<file path="src/rtl/trap_ctrl.sv">
// Commit-side trap sequencer: latch target/cause, flush, wait for drain, then one fetch redirect.
// Latency: flush/trap_we 1 cycle after the event, redirect valid from 2 cycles; redirect held until redirect_ready.
module trap_ctrl #(
  parameter int ADDR      = 32,
  parameter int DATA      = 32,
  parameter int CODE_W    = 5,
  parameter int DRAIN_MAX = 64
) (
  input  logic              clk,
  input  logic              reset,
  input  logic              commit_exp_,
  input  logic [CODE_W-1:0] commit_exp_code,
  input  logic              commit_mret,
  input  logic [ADDR-1:0]   commit_pc,
  input  logic [ADDR-1:0]   exp_handler_pc,
  input  logic [ADDR-1:0]   creg_epc,
  input  logic              pipe_empty,
  input  logic              redirect_ready,
  output logic              flush,
  output logic              busy,
  output logic              redirect_valid,
  output logic [ADDR-1:0]   redirect_pc,
  output logic              trap_we,
  output logic [ADDR-1:0]   trap_epc,
  output logic [DATA-1:0]   trap_cause,
  output logic              mret_done,
  output logic              drain_timeout
);

  localparam logic [1:0] S_IDLE  = 2'd0;
  localparam logic [1:0] S_DRAIN = 2'd1;
  localparam logic [1:0] S_REDIR = 2'd2;

  localparam int            CW      = $clog2(DRAIN_MAX + 1);
  localparam logic [CW-1:0] CNT_MAX = CW'(DRAIN_MAX);
  localparam logic [CW-1:0] CNT_ONE = CW'(1);

  logic [1:0]        state_q, state_d;
  logic [ADDR-1:0]   tgt_q, tgt_d;
  logic [ADDR-1:0]   epc_q, epc_d;
  logic [CODE_W-1:0] cause_q, cause_d;
  logic              kind_mret_q, kind_mret_d;
  logic [CW-1:0]     cnt_q, cnt_d;
  logic              timeout_q, timeout_d;
  logic              flush_q, flush_d;
  logic              trap_we_q, trap_we_d;
  logic              busy_q, busy_d;
  logic              mret_done_q, mret_done_d;

  always_comb begin
    state_d     = state_q;
    tgt_d       = tgt_q;
    epc_d       = epc_q;
    cause_d     = cause_q;
    kind_mret_d = kind_mret_q;
    cnt_d       = cnt_q;
    timeout_d   = timeout_q;
    flush_d     = 1'b0;
    trap_we_d   = 1'b0;
    mret_done_d = 1'b0;

    case (state_q)
      S_IDLE: begin
        // Exception has priority; a simultaneous MRET is dropped.
        if (!commit_exp_) begin
          tgt_d       = exp_handler_pc;
          epc_d       = commit_pc;
          cause_d     = commit_exp_code;
          kind_mret_d = 1'b0;
          cnt_d       = '0;
          flush_d     = 1'b1;
          trap_we_d   = 1'b1;
          state_d     = S_DRAIN;
        end else if (commit_mret) begin
          tgt_d       = creg_epc;
          kind_mret_d = 1'b1;
          cnt_d       = '0;
          flush_d     = 1'b1;
          state_d     = S_DRAIN;
        end
      end
      S_DRAIN: begin
        if (cnt_q != CNT_MAX) begin
          cnt_d = cnt_q + CNT_ONE;
        end
        // Timeout is only a diagnostic; the sequencer keeps waiting for the drain.
        if (cnt_d == CNT_MAX) begin
          timeout_d = 1'b1;
        end
        if (pipe_empty) begin
          state_d = S_REDIR;
        end
      end
      S_REDIR: begin
        if (redirect_ready) begin
          mret_done_d = kind_mret_q;
          state_d     = S_IDLE;
        end
      end
      default: begin
        state_d = S_IDLE;
      end
    endcase

    busy_d = (state_d != S_IDLE);
  end

  always_ff @(posedge clk or posedge reset) begin
    if (reset) begin
      state_q     <= S_IDLE;
      tgt_q       <= '0;
      epc_q       <= '0;
      cause_q     <= '0;
      kind_mret_q <= 1'b0;
      cnt_q       <= '0;
      timeout_q   <= 1'b0;
      flush_q     <= 1'b0;
      trap_we_q   <= 1'b0;
      busy_q      <= 1'b0;
      mret_done_q <= 1'b0;
    end else begin
      state_q     <= state_d;
      tgt_q       <= tgt_d;
      epc_q       <= epc_d;
      cause_q     <= cause_d;
      kind_mret_q <= kind_mret_d;
      cnt_q       <= cnt_d;
      timeout_q   <= timeout_d;
      flush_q     <= flush_d;
      trap_we_q   <= trap_we_d;
      busy_q      <= busy_d;
      mret_done_q <= mret_done_d;
    end
  end

  assign flush          = flush_q;
  assign busy           = busy_q;
  assign redirect_valid = (state_q == S_REDIR);
  assign redirect_pc    = tgt_q;
  assign trap_we        = trap_we_q;
  assign trap_epc       = epc_q;
  assign trap_cause     = DATA'(cause_q);
  assign mret_done      = mret_done_q;
  assign drain_timeout  = timeout_q;

endmodule

</file>
<file path="config.mk">
export PLATFORM = sky130hd
export DESIGN_NAME = trap_ctrl
export DESIGN_NICKNAME = d
export VERILOG_FILES = /design/src/rtl/trap_ctrl.sv
export SDC_FILE = /design/constraint.sdc
export NUM_CORES = 1
export LEC_CHECK = 0
export CAP_MARGIN = 10
export CORE_ASPECT_RATIO = 0.9
export CORE_UTILIZATION = 40
export CTS_BUF_LIST = sky130_fd_sc_hd__clkbuf_4
export DETAILED_ROUTE_END_ITERATION = 8
export PLACE_DENSITY = 0.84
export RECOVER_POWER = 50
export SLEW_MARGIN = 20
export SYNTH_ARGS = -nofsm -noshare
export SYNTH_HDL_FRONTEND = slang
export SYNTH_SLANG_ARGS = --single-unit
</file>
<file path="constraint.sdc">
create_clock -name clk -period 3.21 [get_ports clk]
set_input_delay 0.8025 -clock clk [delete_from_list [all_inputs] [get_ports clk]]
set_output_delay 0.8025 -clock clk [all_outputs]
set_load 0.01 [all_outputs]
</file>
==> results.md <==
| Stage | Parameter | Value |
| --- | --- | --- |
| synth | Post-Synthesis Cell Area | 0.003795 mm2 |
| route | DRC violation count after routing | 0 |
| timing | Final Cycle Share | 78.51% |
| synth | Fraction of synthesized cell area taken by the top area cell type | 55.39% |
| synth | Count of mapped cells out of synthesis | 321 |
| route | Count of antenna-violating nets left after detailed routing | 0 |
| route | Post-DR wirelength/cell | 14.44 um |
| clock tree | Post-CTS Hold Fix Bufs | 0 |
| synth | Syn Area/Cell | 11.82 um2 |
| clock tree | Number of resized instances in the post-cts repair step | 0 |
| floorplanning | Core region area | 0.009166 mm2 |
| place | Dpl hpwl | 6871 um |
| clock tree | Clock Tree Root | clkbuf_4 |
| global route | Via count of the first global-routing pass | 2842 |
| floorplanning | Floorplan row count | 33 |
| synth | Count of unique library cells instantiated by Yosys | 33 |
| final layout | Share of final-layout standard cells stronger than drive strength 1 | 13.10% |
| pwr | Worst IR drop on VDD | 0.0005064 V |
| critical path | Arrival time of the worst setup path | 2820 ps |
| timing | Final worst setup slack | 689.9 ps |
| timing | Number of setup violations in the final report | 0 |
| clock tree | Clock latency on the worst-skew pair | 410 ps |
| synth | Synth area leader | dfrtp_1 |
| clock tree | Number of buffers added by the clock tree synthesis step | 9 |
| place | Count of buffers inserted at the top-level ports | 181 |
| outcome | Run status | completed |
| route | WL final | 9040 um |
| synth | Number of synthesized flops with an enable pin | 0 |
| global route | Number of antenna violations at the first check in global routing | 0 |
| pwr | Total power density per cell area | 833.8 mW/mm2 |
| final layout | Final nets | 608 |
| timing | Setup clock skew after layout | 13.70 ps |
| timing | Final Hold Vio Count | 0 |
| timing | Setup repair after global routing missed its margin | false |
| final layout | Number of fill cells in the layout | 749 |
| place | Final weighted congestion in routability-driven placement | 0.8293 |
| global route | Largest net degree at the start of global routing | 51 |
| synth | Largest cells by area after synthesis | dfrtp_1 (55%), mux2_2 (11%), mux2i_1 (8.4%) |
| floorplanning | Count of pins on the block boundary | 209 |
| floorplanning | Initial core utilization | 41.40% |
| synth | Proportion of synthesized chip area in sequential cells | 55.39% |
| place | Cell Area, Placed | 0.005612 mm2 |
| route | Total number of vias | 2943 |
| synth | Number of synthesis warnings | 0 |
| final layout | Most frequent cells in the layout | clkdlybuf4s50_1 (177), dfrtp_1 (84), o21ai_0 (39), nand2_1 (38), mux2_2 (37) |
| final layout | Count of inserted antenna diode cells | 0 |
| timing | Number of slew-limit violations in the final report | 0 |
| clock tree | Clock-pin slew reported for the worst setup and hold paths after clock tree synthesis | 130 ps |
| timing | Highest attainable clock frequency | 0.3968 GHz |
| pwr | Static Leakage | 2.528 nW |
| floorplanning | Area of the die | 0.009881 mm2 |
| global route | First-pass GRT wire length | 14080 um |
| critical path | Worst EP required | 3510 ps |
| synth | Commonest register cell after synthesis | dfrtp_1 |
| clock tree | Total number of clock tree sinks | 84 |
| final layout | Synth-to-layout area growth | 51.67% |
| final layout | Cell area after layout | 0.005756 mm2 |
| floorplanning | Die outline width | 104.7 um |
| global route | GRT Total Usage | 18.44% |
| global route | Grt total ovfl | 0 |
| floorplanning | Die boundary height | 94.41 um |
| place | Worst-case setup slack after placement | 786.0 ps |
| clock tree | Count of buffers added by post-CTS timing repair for setup | 0 |
| clock tree | Deepest clock path buffer count | 2 |
| final layout | Most common cell after layout, fill and taps aside | clkdlybuf4s50_1 |
| run | Maximum Capacitance Violations | 0 |
| timing | Worst Tran Pin Value | 1069 ps |
| critical path | Nature of the critical path startpoint | input pin |
| clock tree | Clock tree from TritonCTS | built |
| route | Detailed Route Iter0 Violations | 65 |
| critical path | Worst setup path category | input pin to flop |
| timing | Minimum clock period after layout | 2520 ps |
| route | Number of vias per cell | 4.701 |
| worst hold path | Kind of path behind the tightest hold check | flop to flop |
| clock tree | Max H-tree Level | 3 |
| route | First-pass DRT Iterations | 5 |
| critical path | Endpoint kind of the worst setup timing path | flop |
| timing | Total negative slack | 0 ps |
| synth | Async set-or-reset flop fraction in the synthesized netlist | 100.0% |
| timing | Headroom to the max-slew limit | 28.70% |
| synth | Flip-flop and latch count after synthesis | 84 |
| critical path | Worst Path Max Fanout | 36 |
## sequential cells by signal (all words and copies together), names as in the netlist, 2 cells and up
register     flops
redirect_pc     32
trap_epc        32
cnt_q            7
cause_q          5
state_q          2
## stage by stage
step / utilization [%] / hold slack (ps) / std cells / total power [mW]
floorplan: - / 455.0 / 347 / 2.938
global placement: 61.22 / 460.7 / 610 / 4.105
detailed placement: 61.22 / 469.1 / 610 / 4.183
CTS: 63.01 / 497.7 / 626 / 4.878
global route: 62.79 / 531.2 / 626 / 5.130
finish: 62.79 / 492.7 / 626 / 4.799
## metal layers
metal	routed length (um)	track usage (%)	up-vias
li1	-	-	1400
met1	3868	22.92	1383
met2	4277	31.13	151
met3	792	5.245	9
met4	102	6.338	0
met5	0	0	-
## cells by family (layout without fill, tap and decap cells)
kind of cell	Yosys count	in the layout	share of synthesized area, %
DFF	84	84	55.39
muxes	69	69	19.42
and+or+nand+nor	61	61	7.584
buffers and inverters	51	208	8.638
AOI/OAI and AO/OA	48	48	7.056
xor gates and xnor gates	5	5	1.154
adders and majority gates	2	2	0.6593
other	1	27	0.09882
## cell type report
class	count	area, um2	area share, %
sequential	84	2102	36.52
timing repair buffer	186	1848	32.11
multi-input combinational	212	1465	25.46
tap	122	152.6	2.652
clock inverter	6	88.84	1.543
clock buffer	10	75.07	1.304
inverter	6	23.77	0.4130
## cell usage after synthesis (2+ instances only)
cell type  number
nand2_1        38
buf_2           7
nand3_1         6
buf_4          32
dfrtp_1        84
mux2i_1        32
mux2_2         37
and3_1          2
o21ai_0        39
nor2_1          7
clkbuf_1        5
xor2_1          5
inv_1           6
ha_1            2
## path summary, 6_finish.rpt
kind | start | endpoint | slack (ps) | depth (start not counted)
worst max-delay path | commit_exp_ | trap_epc[28]$_DFFE_PP0P_ | 690 | 4
worst max register to register | state_q[1]$_DFF_PP0_ | trap_epc[28]$_DFFE_PP0P_ | 1020 | 3
min in group asynchronous | reset | trap_epc[20]$_DFFE_PP0P_ | 1200 | 3
worst min register to register | redirect_pc[12]$_DFFE_PP0P_ | redirect_pc[12]$_DFFE_PP0P_ | 490 | 2
max in group asynchronous | reset | redirect_pc[22]$_DFFE_PP0P_ | 1320 | 3
worst min-delay path | redirect_pc[12]$_DFFE_PP0P_ | redirect_pc[12]$_DFFE_PP0P_ | 490 | 2
## worst max-delay path, stage by stage
cell and delay, ps:
clkbuf_1 310, nor3_1 470, clkbuf_2 770, mux2_2 420
## power by group
part           switching, mW  leakage (nW)  internal [mW]
clock                  0.358        0.0826          0.325
sequential             0.277          1.02           1.55
combinational          0.965          1.42           1.33
(Power assumes the default switching activity.)
